**config.mk**
```make
export PLATFORM = sky130hd
export DESIGN_NAME = cpu_run_sequencer
export DESIGN_NICKNAME = d
export VERILOG_FILES = /design/src/rtl/cpu_run_sequencer.sv
export SDC_FILE = /design/constraint.sdc
export NUM_CORES = 1
export LEC_CHECK = 0
export BUFFER_PORTS_ARGS = -buffer_cell sky130_fd_sc_hd__buf_2
export CORE_MARGIN = 2
export CORE_UTILIZATION = 45
export DETAILED_ROUTE_END_ITERATION = 6
export HOLD_SLACK_MARGIN = 0.12
export PLACE_DENSITY = 0.77
export SLEW_MARGIN = 15
export SYNTH_ARGS = -nofsm -noshare
export SYNTH_HDL_FRONTEND = slang
export SYNTH_SLANG_ARGS = --single-unit
```
**constraint.sdc**
```tcl
create_clock -name clk -period 2.9 [get_ports clk]
set_clock_uncertainty 0.2 [all_clocks]
set_input_delay 0.725 -clock clk [delete_from_list [all_inputs] [get_ports clk]]
set_output_delay 0.725 -clock clk [all_outputs]
set_load 0.05 [all_outputs]
```
**src/rtl/cpu_run_sequencer.sv**
```systemverilog
// Launches one CPU program run per host request. The CPU is reset and then started,
// its run length is measured in cycles, and the result is held until the host takes it.
//
// state | meaning
// IDLE  | waiting for run_req
// CLR   | one cycle: acknowledge the request and hold the CPU in reset
// START | one cycle: pulse cpu_start and clear the cycle counter
// RUN   | count cycles until cpu_done or TIMEOUT
// RESP  | present res_cycles/res_timeout until res_ready
module cpu_run_sequencer #(
   parameter int CNT_W   = 16,
   parameter int TIMEOUT = 1000
) (
   input  logic             clk,
   input  logic             rst,
   input  logic             run_req,
   output logic             run_ack,
   output logic             busy,
   output logic             cpu_rst,
   output logic             cpu_start,
   input  logic             cpu_done,
   output logic             res_valid,
   input  logic             res_ready,
   output logic [CNT_W-1:0] res_cycles,
   output logic             res_timeout
);

   typedef enum logic [2:0] {
      ST_IDLE  = 3'd0,
      ST_CLR   = 3'd1,
      ST_START = 3'd2,
      ST_RUN   = 3'd3,
      ST_RESP  = 3'd4
   } state_t;

   localparam logic [CNT_W-1:0] TIMEOUT_C = CNT_W'(TIMEOUT);

   state_t           state_q, state_d;
   logic [CNT_W-1:0] cnt_q, cnt_d;
   logic [CNT_W-1:0] res_cycles_q, res_cycles_d;
   logic             res_timeout_q, res_timeout_d;
   logic [CNT_W-1:0] cnt_inc;

   assign cnt_inc = cnt_q + CNT_W'(1);

   always_ff @(posedge clk) begin
      if (rst) begin
         state_q       <= ST_IDLE;
         cnt_q         <= '0;
         res_cycles_q  <= '0;
         res_timeout_q <= 1'b0;
      end else begin
         state_q       <= state_d;
         cnt_q         <= cnt_d;
         res_cycles_q  <= res_cycles_d;
         res_timeout_q <= res_timeout_d;
      end
   end

   always_comb begin
      state_d       = state_q;
      cnt_d         = cnt_q;
      res_cycles_d  = res_cycles_q;
      res_timeout_d = res_timeout_q;
      case (state_q)
         ST_IDLE: begin
            if (run_req) state_d = ST_CLR;
         end
         ST_CLR: begin
            state_d = ST_START;
         end
         ST_START: begin
            cnt_d   = '0;
            state_d = ST_RUN;
         end
         ST_RUN: begin
            // cpu_done takes priority over the timeout on the final cycle
            if (cpu_done) begin
               res_cycles_d  = cnt_inc;
               res_timeout_d = 1'b0;
               state_d       = ST_RESP;
            end else if (cnt_inc == TIMEOUT_C) begin
               res_cycles_d  = TIMEOUT_C;
               res_timeout_d = 1'b1;
               state_d       = ST_RESP;
            end else begin
               cnt_d = cnt_inc;
            end
         end
         ST_RESP: begin
            if (res_ready) state_d = ST_IDLE;
         end
         default: begin
            state_d = ST_IDLE;
         end
      endcase
   end

   assign run_ack     = (state_q == ST_CLR);
   assign cpu_start   = (state_q == ST_START);
   assign busy        = (state_q != ST_IDLE);
   assign res_valid   = (state_q == ST_RESP);
   assign cpu_rst     = rst | (state_q == ST_CLR);
   assign res_cycles  = res_cycles_q;
   assign res_timeout = res_timeout_q;

endmodule

```
==> results of run 1 <==
[placed cells by master (no fill, tap or decap), types with 3 or more instances in the layout]
master / count
dfxtp_1: 34
buf_4: 28
buf_2: 26
nand2_1: 16
nand3_1: 11
a22o_1: 11
nor2_1: 10
xnor2_1: 10
a21oi_1: 10
nor3_1: 8
a211oi_1: 7
nand2b_1: 6
clkbuf_8: 6
a31oi_1: 5
o21ai_0: 4
nand3b_1: 4
nor2b_1: 4
xor2_1: 4
or3_1: 3
and2_1: 3
and3_1: 3
nor4b_1: 3
inv_1: 3
o2bb2ai_1: 3
nor3b_1: 3
[worst max-delay path, stage by stage (launching register included)]
cell	delay, ns
dfxtp_2	0.37
ha_1	0.23
buf_4	0.16
and3_1	0.18
o21ai_0	0.14
a32oi_1	0.16
nor4_4	0.43
a31oi_1	0.21
or4b_1	0.51
o31ai_1	0.08
[synth_stat cells, types with 5 or more instances]
| master | count | area, um2 |
|---|---|---|
| dfxtp_1 | 36 | 720.7 |
| nand2_1 | 16 | 60.06 |
| clkbuf_1 | 15 | 56.30 |
| a22o_1 | 11 | 96.34 |
| nand3_1 | 11 | 55.05 |
| a21oi_1 | 10 | 50.05 |
| nor2_1 | 10 | 37.54 |
| xnor2_1 | 10 | 87.58 |
| nor3_1 | 8 | 40.04 |
| a211oi_1 | 7 | 52.55 |
| nand2b_1 | 6 | 37.54 |
| a31oi_1 | 5 | 31.28 |
[power by group through the flow]
stage,Combinational [W],Clock (W),Sequential [W]
after CTS,0.000157,0.000371,0.000509
after detailed placement,0.000156,0,0.000521
after floorplan,0.0000990,0,0.000532
final,0.000158,0.000367,0.000509
after global placement,0.000154,0,0.000521
after global routing,0.000167,0.000390,0.000511
[what timing repair did]
item,CTS,global route
buffers inserted,0,1
endpoints found under the setup margin,0,12
resized for setup,0,2
[cells by family after synthesis]
logic type	count (synthesis)
compound gates	62
xor+xnor	14
fa+ha+maj	2
buf+inv	23
flops	36
mux	1
simple gates	95
[final timing paths]
path / startpoint / end / slack, ns / depth (start not counted)
worst min register to register: res_cycles[0] / res_cycles[0] / 0.26 / 1
worst min-delay path: res_cycles[0] / res_cycles[0] / 0.26 / 1
worst max register to register: cnt_q[0] / cnt_q[14] / 0.14 / 9
worst max-delay path: cnt_q[0] / cnt_q[14] / 0.14 / 9
[metrics by stage]
stage / std cells / instance area [um2]
3_3_place_gp: 318 / 2410
6_report: 327 / 2510
5_1_grt: 327 / 2510
4_1_cts: 326 / 2500
3_5_place_dp: 318 / 2410
2_1_floorplan: 233 / 2092
[sequential cells by signal (all words and copies together) (netlist names)]
register	flops
state_q	3
cnt_q	16
res_timeout	1
res_cycles	16
[routing by layer]
metal  up-vias  global-route usage, %  part of all wire (%)  wire length (um)
met5         -                      0                     0                 0
met4         0                  11.32                   2.4               132
met3        14                  3.056                   5.7               310
met2        70                  35.70                    48              2617
met1       935                  29.03                    43              2350
li1        957                      -                     -                 -
[final cells by class]
type | instances | share of cell area (%)
multi-input combinational | 174 | 51.00
sequential | 36 | 28.81
timing repair buffer | 54 | 13.56
clock buffer | 8 | 3.589
tap | 52 | 2.592
inverter | 3 | 0.4487
==> flow_summary.toml, run 1 <==
[synth]
muxShareOfSynthArea_pct = 0.5418
syn_nets = 240
synth_compound_area_share_pct = 25.29
synthDistinctLibCells = 56
synthAdderAreaFrac_pct = 1.204
synth-edff-count = 0
synth_top_family_by_area = "simple AND/OR/NAND/NOR gates"
async_flop_share_pct = 0
synthCells = 233
avgSynthCellArea_um2 = 8.919
yosys.area_share.simple_pct = 28.00
synth_seq_cells = 36
synth_xor_area_share_pct = 5.900
ys_seq_area_share_pct = 34.68
yosys_warnings = 0
synth_ff_type = "dfxtp_1"
synthesis.area_mm2 = 0.002078

[worst_setup_path]
cp.arrival_ns = 2.77
cp.required_ns = 2.90
start_kind = "flop"
path_max_fanout = 7
crit_path_end_kind = "flop"
worstSetupPathType = "reg -> reg"

[routing]
routed_wl_um = 5410
dr_total_vias = 1976
via_per_inst = 6.043
firstDrtPassIters = 4
wl_per_cell_um = 16.54
antenna_left = 0
drc = 0
drtIter0Drc = 124

[clock_tree]
cts_buffer_depth = 2
cts.sink_count = 36
ctsHtreeMaxLevel = 2
path_clk_slew_ns = 0.07
root_buffer = "clkbuf_8"
cts_tree = "built"
cts_hold_buffers = 0
clk_latency_ns = 0.29
numCtsBuffers = 5

[power]
vdd_drop_max_v = 0.0002451
p_switching_w = 0.0002928
switching_share_pct = 28.30
clockPowerShare_pct = 35.5
p_seq_share_pct = 49.2
power_density_mw_per_mm2 = 412.2
finalPower_w = 0.001035
p_comb_share_pct = 15.2
p_int_w = 0.0007418
leakagePower_nw = 0.9483

[timing]
setup_viol = 0
min_period_over_period_pct = 95.28
clock.fmax_mhz = 361.9
drv_slew = 0
whs_ns = 0.2606
maxSlewHeadroom_pct = 66.32
min_period_ns = 2.763
layout_setup_ws_ns = 0.1370
finalSetupTns_ns = 0
hold_violations = 0
worst_pin_slew_ns = 0.5042

[place]
place_congestion = 0.8769
post-place-ws_ns = 0.1011
dp_hpwl_um = 3893
io_buffer_count = 26

[floorplan]
die_x_um = 71.96
coreArea_mm2 = 0.004414
die_area_mm2 = 0.005178
top_level_ports = 27
num_rows = 24
start_util_pct = 47.08
die_y_um = 71.96

[final_layout]
synthToLayoutAreaGrowth_pct = 20.77
nFillCells = 412
drive_gt1_share_pct = 28.73
regArea_um2 = 723.2
diodes = 0
multi_input_area_mm2 = 0.001280
nets = 281
fin_util_pct = 56.86

[outcome]
status = "finished, final reports clean"

[global_route]
track_usage_pct = 22.14
first_global_vias = 1848
grt_max_degree = 27
grt_pass1_wl_um = 8949
grt_overflow_total = 0
antenna_found_initial = 0

[min_path]
hold_class = "reg -> reg"

[job]
cap_violations = 0
(Power assumes the default switching activity.)
==> run 2: changes to the inputs <==
--- a/config.mk
+++ b/config.mk
@@ -10,7 +10,7 @@
 export CORE_UTILIZATION = 45
 export DETAILED_ROUTE_END_ITERATION = 6
 export HOLD_SLACK_MARGIN = 0.12
-export PLACE_DENSITY = 0.77
+export PLACE_DENSITY = 0.75
 export SLEW_MARGIN = 15
 export SYNTH_ARGS = -nofsm -noshare
 export SYNTH_HDL_FRONTEND = slang
==> constraint.sdc (replaced) <==
create_clock -name clk -period 3.56 [get_ports clk]
set_clock_uncertainty 0.2 [all_clocks]
set_input_delay 0.89 -clock clk [delete_from_list [all_inputs] [get_ports clk]]
set_output_delay 0.89 -clock clk [all_outputs]
set_load 0.05 [all_outputs]
==> flow_summary.toml, run 2 (synthesis results as in run 1) <==
[routing]
antenna_left = 0
via_per_inst = 6.115
dr_total_vias = 1865
drtIter0Drc = 237
firstDrtPassIters = 4
wl_per_cell_um = 15.96
drc = 0
routed_wl_um = 4869

[clock_tree]
cts.sink_count = 36
cts_tree = "built"
post_cts_resized = 0
cts_hold_buffers = 0
ctsHtreeMaxLevel = 2
path_clk_slew_ns = 0.07
clk_latency_ns = 0.28
numCtsBuffers = 5
root_buffer = "clkbuf_8"
cts_buffer_depth = 2
post_cts_buffers = 0

[worst_setup_path]
cp.arrival_ns = 3.23
cp_top_family = "simple AND/OR/NAND/NOR gates"
ff2ff_path_depth = 8
critPathSlowestCell = "or4b_1"
crit_buf_inv = 0
crit_path_end_kind = "flop"
crit_path_max_incr_delay_ns = 0.54
path_depth = 8
worstSetupPathType = "reg -> reg"
cp.required_ns = 3.56
path_max_fanout = 10
start_kind = "flop"
path_cells = "ha_1, nand3_2, o32ai_1, a32oi_1, nor4_4, a31oi_1, or4b_1, o41ai_2"

[final_layout]
nFillCells = 401
nets = 260
design_area_mm2 = 0.002351
final_common_cell = "dfxtp_1"
drive_gt1_share_pct = 22.13
synthToLayoutAreaGrowth_pct = 13.12
diodes = 0
fin_util_pct = 53.26
final_cell_mix = "dfxtp_1 (36), buf_2 (26), nand2_1 (16)"

[global_route]
grt_max_degree = 27
antenna_found_initial = 0
grt_overflow_total = 0
track_usage_pct = 19.93
first_global_vias = 1671
grt_pass1_wl_um = 8142

[timing]
min_period_ns = 3.234
finalSetupTns_ns = 0
setup_viol = 0
clock.fmax_mhz = 309.2
min_period_over_period_pct = 90.85
layout_setup_ws_ns = 0.3258
hold_violations = 0
worst_pin_slew_ns = 0.5272
maxSlewHeadroom_pct = 64.85
rsz0062_at_grt = "no"
drv_slew = 0

[place]
dp_hpwl_um = 3450
post-place-ws_ns = 0.2361
dpl_cell_area_mm2 = 0.002246
io_buffer_count = 26
place_congestion = 0.9391

[power]
clockPowerShare_pct = 36.9
p_comb_share_pct = 14.1
vdd_drop_max_v = 0.0002075
power_density_mw_per_mm2 = 359.9
p_seq_share_pct = 49.1
p_switching_w = 0.0002325
leakagePower_nw = 0.8426
p_int_w = 0.0006136
switching_share_pct = 27.47

[outcome]
status = "finished, final reports clean"

[floorplan]
die_x_um = 71.96
top_level_ports = 27
die_area_mm2 = 0.005178
coreArea_mm2 = 0.004414
num_rows = 24
die_y_um = 71.96
start_util_pct = 47.08

[min_path]
hold_class = "reg -> reg"
holdPathStages = 1

[job]
cap_violations = 0
run 2: changes by cell type in the layout (fill, tap and decap cells not counted), sizes merged:
cell | before | now
clkbuf | 8 | 7
buf | 54 | 33
run 2: layout make-up:
cell class              instances  area (um2)  area share (%)
flip-flops and latches         36       720.7           30.65
inverters                       3       11.26          0.4790
multi-input cells             174        1275           54.23
well taps                      52       65.06           2.767
repair buffers                 33       182.7           7.770
clock buffers                   7       96.34           4.098
run 2: power by group through the flow:
stage | combinational (W) | sequential, W | clock [W]
2_1_floorplan | 0.0000802 | 0.000433 | 0
3_3_place_gp | 0.000118 | 0.000424 | 0
3_5_place_dp | 0.000119 | 0.000424 | 0
4_1_cts | 0.000119 | 0.000415 | 0.000318
5_1_grt | 0.000127 | 0.000416 | 0.000334
6_report | 0.000119 | 0.000415 | 0.000312
run 2: metrics by stage:
step | hold WS [ns] | cells | power, W
4_1_cts | 0.2668 | 305 | 0.0008521
6_report | 0.2606 | 305 | 0.0008461
5_1_grt | 0.3019 | 305 | 0.0008777
3_3_place_gp | 0.2505 | 298 | 0.0005423
3_5_place_dp | 0.2504 | 298 | 0.0005434
2_1_floorplan | 0.3210 | 233 | 0.0005130
run 2: routing by layer:
layer | track usage [%] | wire (um) | vias up
met1 | 26.89 | 2271 | 882
met2 | 30.86 | 2195 | 52
met5 | 0 | 0 | -
li1 | - | - | 918
met4 | 9.434 | 154 | 0
met3 | 3.750 | 249 | 13
run 2: path summary, 6_finish.rpt:
| path | start | endpoint | slack [ns] |
|---|---|---|---|
| worst max-delay path | cnt_q[0] | cnt_q[12] | 0.33 |
| worst min-delay path | res_cycles[14] | res_cycles[14] | 0.26 |
| worst max register to register | cnt_q[0] | cnt_q[12] | 0.33 |
| worst min register to register | res_cycles[14] | res_cycles[14] | 0.26 |
==> run 3: changes to the inputs <==
--- a/config.mk
+++ b/config.mk
@@ -5,12 +5,12 @@
 export SDC_FILE = /design/constraint.sdc
 export NUM_CORES = 1
 export LEC_CHECK = 0
-export BUFFER_PORTS_ARGS = -buffer_cell sky130_fd_sc_hd__buf_2
+export BUFFER_PORTS_ARGS = -buffer_cell sky130_fd_sc_hd__buf_4
 export CORE_MARGIN = 2
 export CORE_UTILIZATION = 45
 export DETAILED_ROUTE_END_ITERATION = 6
 export HOLD_SLACK_MARGIN = 0.12
-export PLACE_DENSITY = 0.75
+export PLACE_DENSITY = 0.67
 export SLEW_MARGIN = 15
 export SYNTH_ARGS = -nofsm -noshare
 export SYNTH_HDL_FRONTEND = slang
==> constraint.sdc (replaced) <==
create_clock -name clk -period 2.7 [get_ports clk]
set_clock_uncertainty 0.2 [all_clocks]
set_input_delay 0.675 -clock clk [delete_from_list [all_inputs] [get_ports clk]]
set_output_delay 0.675 -clock clk [all_outputs]
set_load 0.05 [all_outputs]
==> flow_summary.toml, run 3 (synthesis results as in run 1) <==
[worst_setup_path]
cp.arrival_ns = 2.62
critPathSlowestCell = "or4_4"
path_max_fanout = 5
crit_top_cell = "and2_4"
reg2reg_slack_ns = 0.08
path_cells = "nand4_4, or4_4, and2_4, o311a_4, a31o_4, and2_4, a2111oi_4"
cp_top_family = "simple AND/OR/NAND/NOR gates"
worstSetupPathType = "reg -> reg"
crit_path_end_kind = "flop"
crit_path_max_incr_delay_ns = 0.53
crit_buf_inv = 0
start_kind = "flop"
worstReg2RegEnd = "state_q[1]"
cp.required_ns = 2.70
ff2ff_path_depth = 7
timing.rr.start = "cnt_q[7]"

[timing]
min_period_over_period_pct = 97.08
maxSlewHeadroom_pct = 70.18
drv_slew = 0
worst_pin_slew_ns = 0.4473
hold_violations = 0
rsz0062_at_grt = "no"
layout_setup_ws_ns = 0.07882
setup_viol = 0
clock.fmax_mhz = 381.5
min_period_ns = 2.621

[min_path]
min_to = "res_cycles[0]"
min-delay-start = "res_cycles[0]"
holdPathStages = 1
hold_class = "reg -> reg"

[place]
place_congestion = 0.9478
io_buffer_count = 26
post-place-ws_ns = -0.01002
dpl_cell_area_mm2 = 0.002575
dp_hpwl_um = 4239

[power]
vdd_drop_max_v = 0.0002792
switching_share_pct = 28.27
p_switching_w = 0.0003191
p_comb_share_pct = 16.2
clockPowerShare_pct = 35.3
leakagePower_nw = 1.013
p_int_w = 0.0008098
power_density_mw_per_mm2 = 416.0
p_seq_share_pct = 48.5

[routing]
drtIter0Drc = 115
drc = 0
firstDrtPassIters = 4
routed_wl_um = 5657
via_per_inst = 5.849
antenna_left = 0
dr_total_vias = 1971
wl_per_cell_um = 16.79

[clock_tree]
cts_tree = "built"
clk_latency_ns = 0.29
cts_buffer_depth = 2
root_buffer = "clkbuf_8"
cts.sink_count = 36
path_clk_slew_ns = 0.07
ctsHtreeMaxLevel = 2
numCtsBuffers = 5

[outcome]
status = "finished, final reports clean"

[global_route]
grt_max_degree = 16
grt_overflow_total = 0
antenna_found_initial = 0
track_usage_pct = 23.40
grt_pass1_wl_um = 9287
first_global_vias = 1764

[floorplan]
coreArea_mm2 = 0.004414
num_rows = 24
die_x_um = 71.96
top_level_ports = 27
die_y_um = 71.96
start_util_pct = 47.08
die_area_mm2 = 0.005178

[final_layout]
nets = 291
design_area_mm2 = 0.002714
final_cell_mix = "buf_4 (63), dfxtp_1 (27), nand2_1 (16)"
final_common_cell = "buf_4"
synthToLayoutAreaGrowth_pct = 30.58
drive_gt1_share_pct = 34.74
diodes = 0

[job]
cap_violations = 0
run 3: layer usage:
| metal | track usage (%) | up-vias | share of wire (%) |
|---|---|---|---|
| met3 | 4.444 | 11 | 4.7 |
| met1 | 32.69 | 942 | 46 |
| met5 | 0 | - | 0 |
| met2 | 35.91 | 41 | 47 |
| li1 | - | 977 | - |
| met4 | 9.015 | 0 | 2.0 |
run 3: per-stage QoR:
stage	total power, W	hold slack [ns]	std cells	util [%]	TNS [ns]
2_1_floorplan	0.0006774	0.2909	233	-	0
3_3_place_gp	0.0007400	0.2517	328	58.33	0
3_5_place_dp	0.0007405	0.2493	328	58.33	-0.01002
4_1_cts	0.001140	0.2712	336	60.77	0
5_1_grt	0.001172	0.2833	337	61.48	0
6_report	0.001129	0.2653	337	61.48	0
run 3: power groups by stage:
stage / clock, W / combinational [W] / sequential [W]
3_3_place_gp: 0 / 0.000180 / 0.000560
2_1_floorplan: 0 / 0.000106 / 0.000571
3_5_place_dp: 0 / 0.000180 / 0.000561
4_1_cts: 0.000410 / 0.000181 / 0.000548
5_1_grt: 0.000428 / 0.000195 / 0.000549
6_report: 0.000398 / 0.000183 / 0.000548
run 3: how the worst max path moves through the flow:
stage	endpoint	startpoint	cells after the start
CTS	state_q[1]	cnt_q[7]	7
floorplan	state_q[1]	cnt_q[7]	7
global route	state_q[1]	cnt_q[6]	7
global placement	state_q[1]	cnt_q[3]	7
detailed placement	state_q[1]	cnt_q[3]	7
finish	state_q[1]	cnt_q[7]	7
run 3: what timing repair did:
item,CTS,global route
buffers inserted,0,1
pin swaps,2,2
resized for setup,4,8
hold buffers,0,0
endpoints found under the setup margin,5,24
run 3: layout make-up:
type,instances,area [um2]
Clock buffer,8,90.09
Fill cell,394,1700
Inverter,3,11.26
Multi-Input combinational cell,174,1320
Sequential cell,36,734.5
Tap cell,52,65.06
Timing Repair Buffer,64,493.0
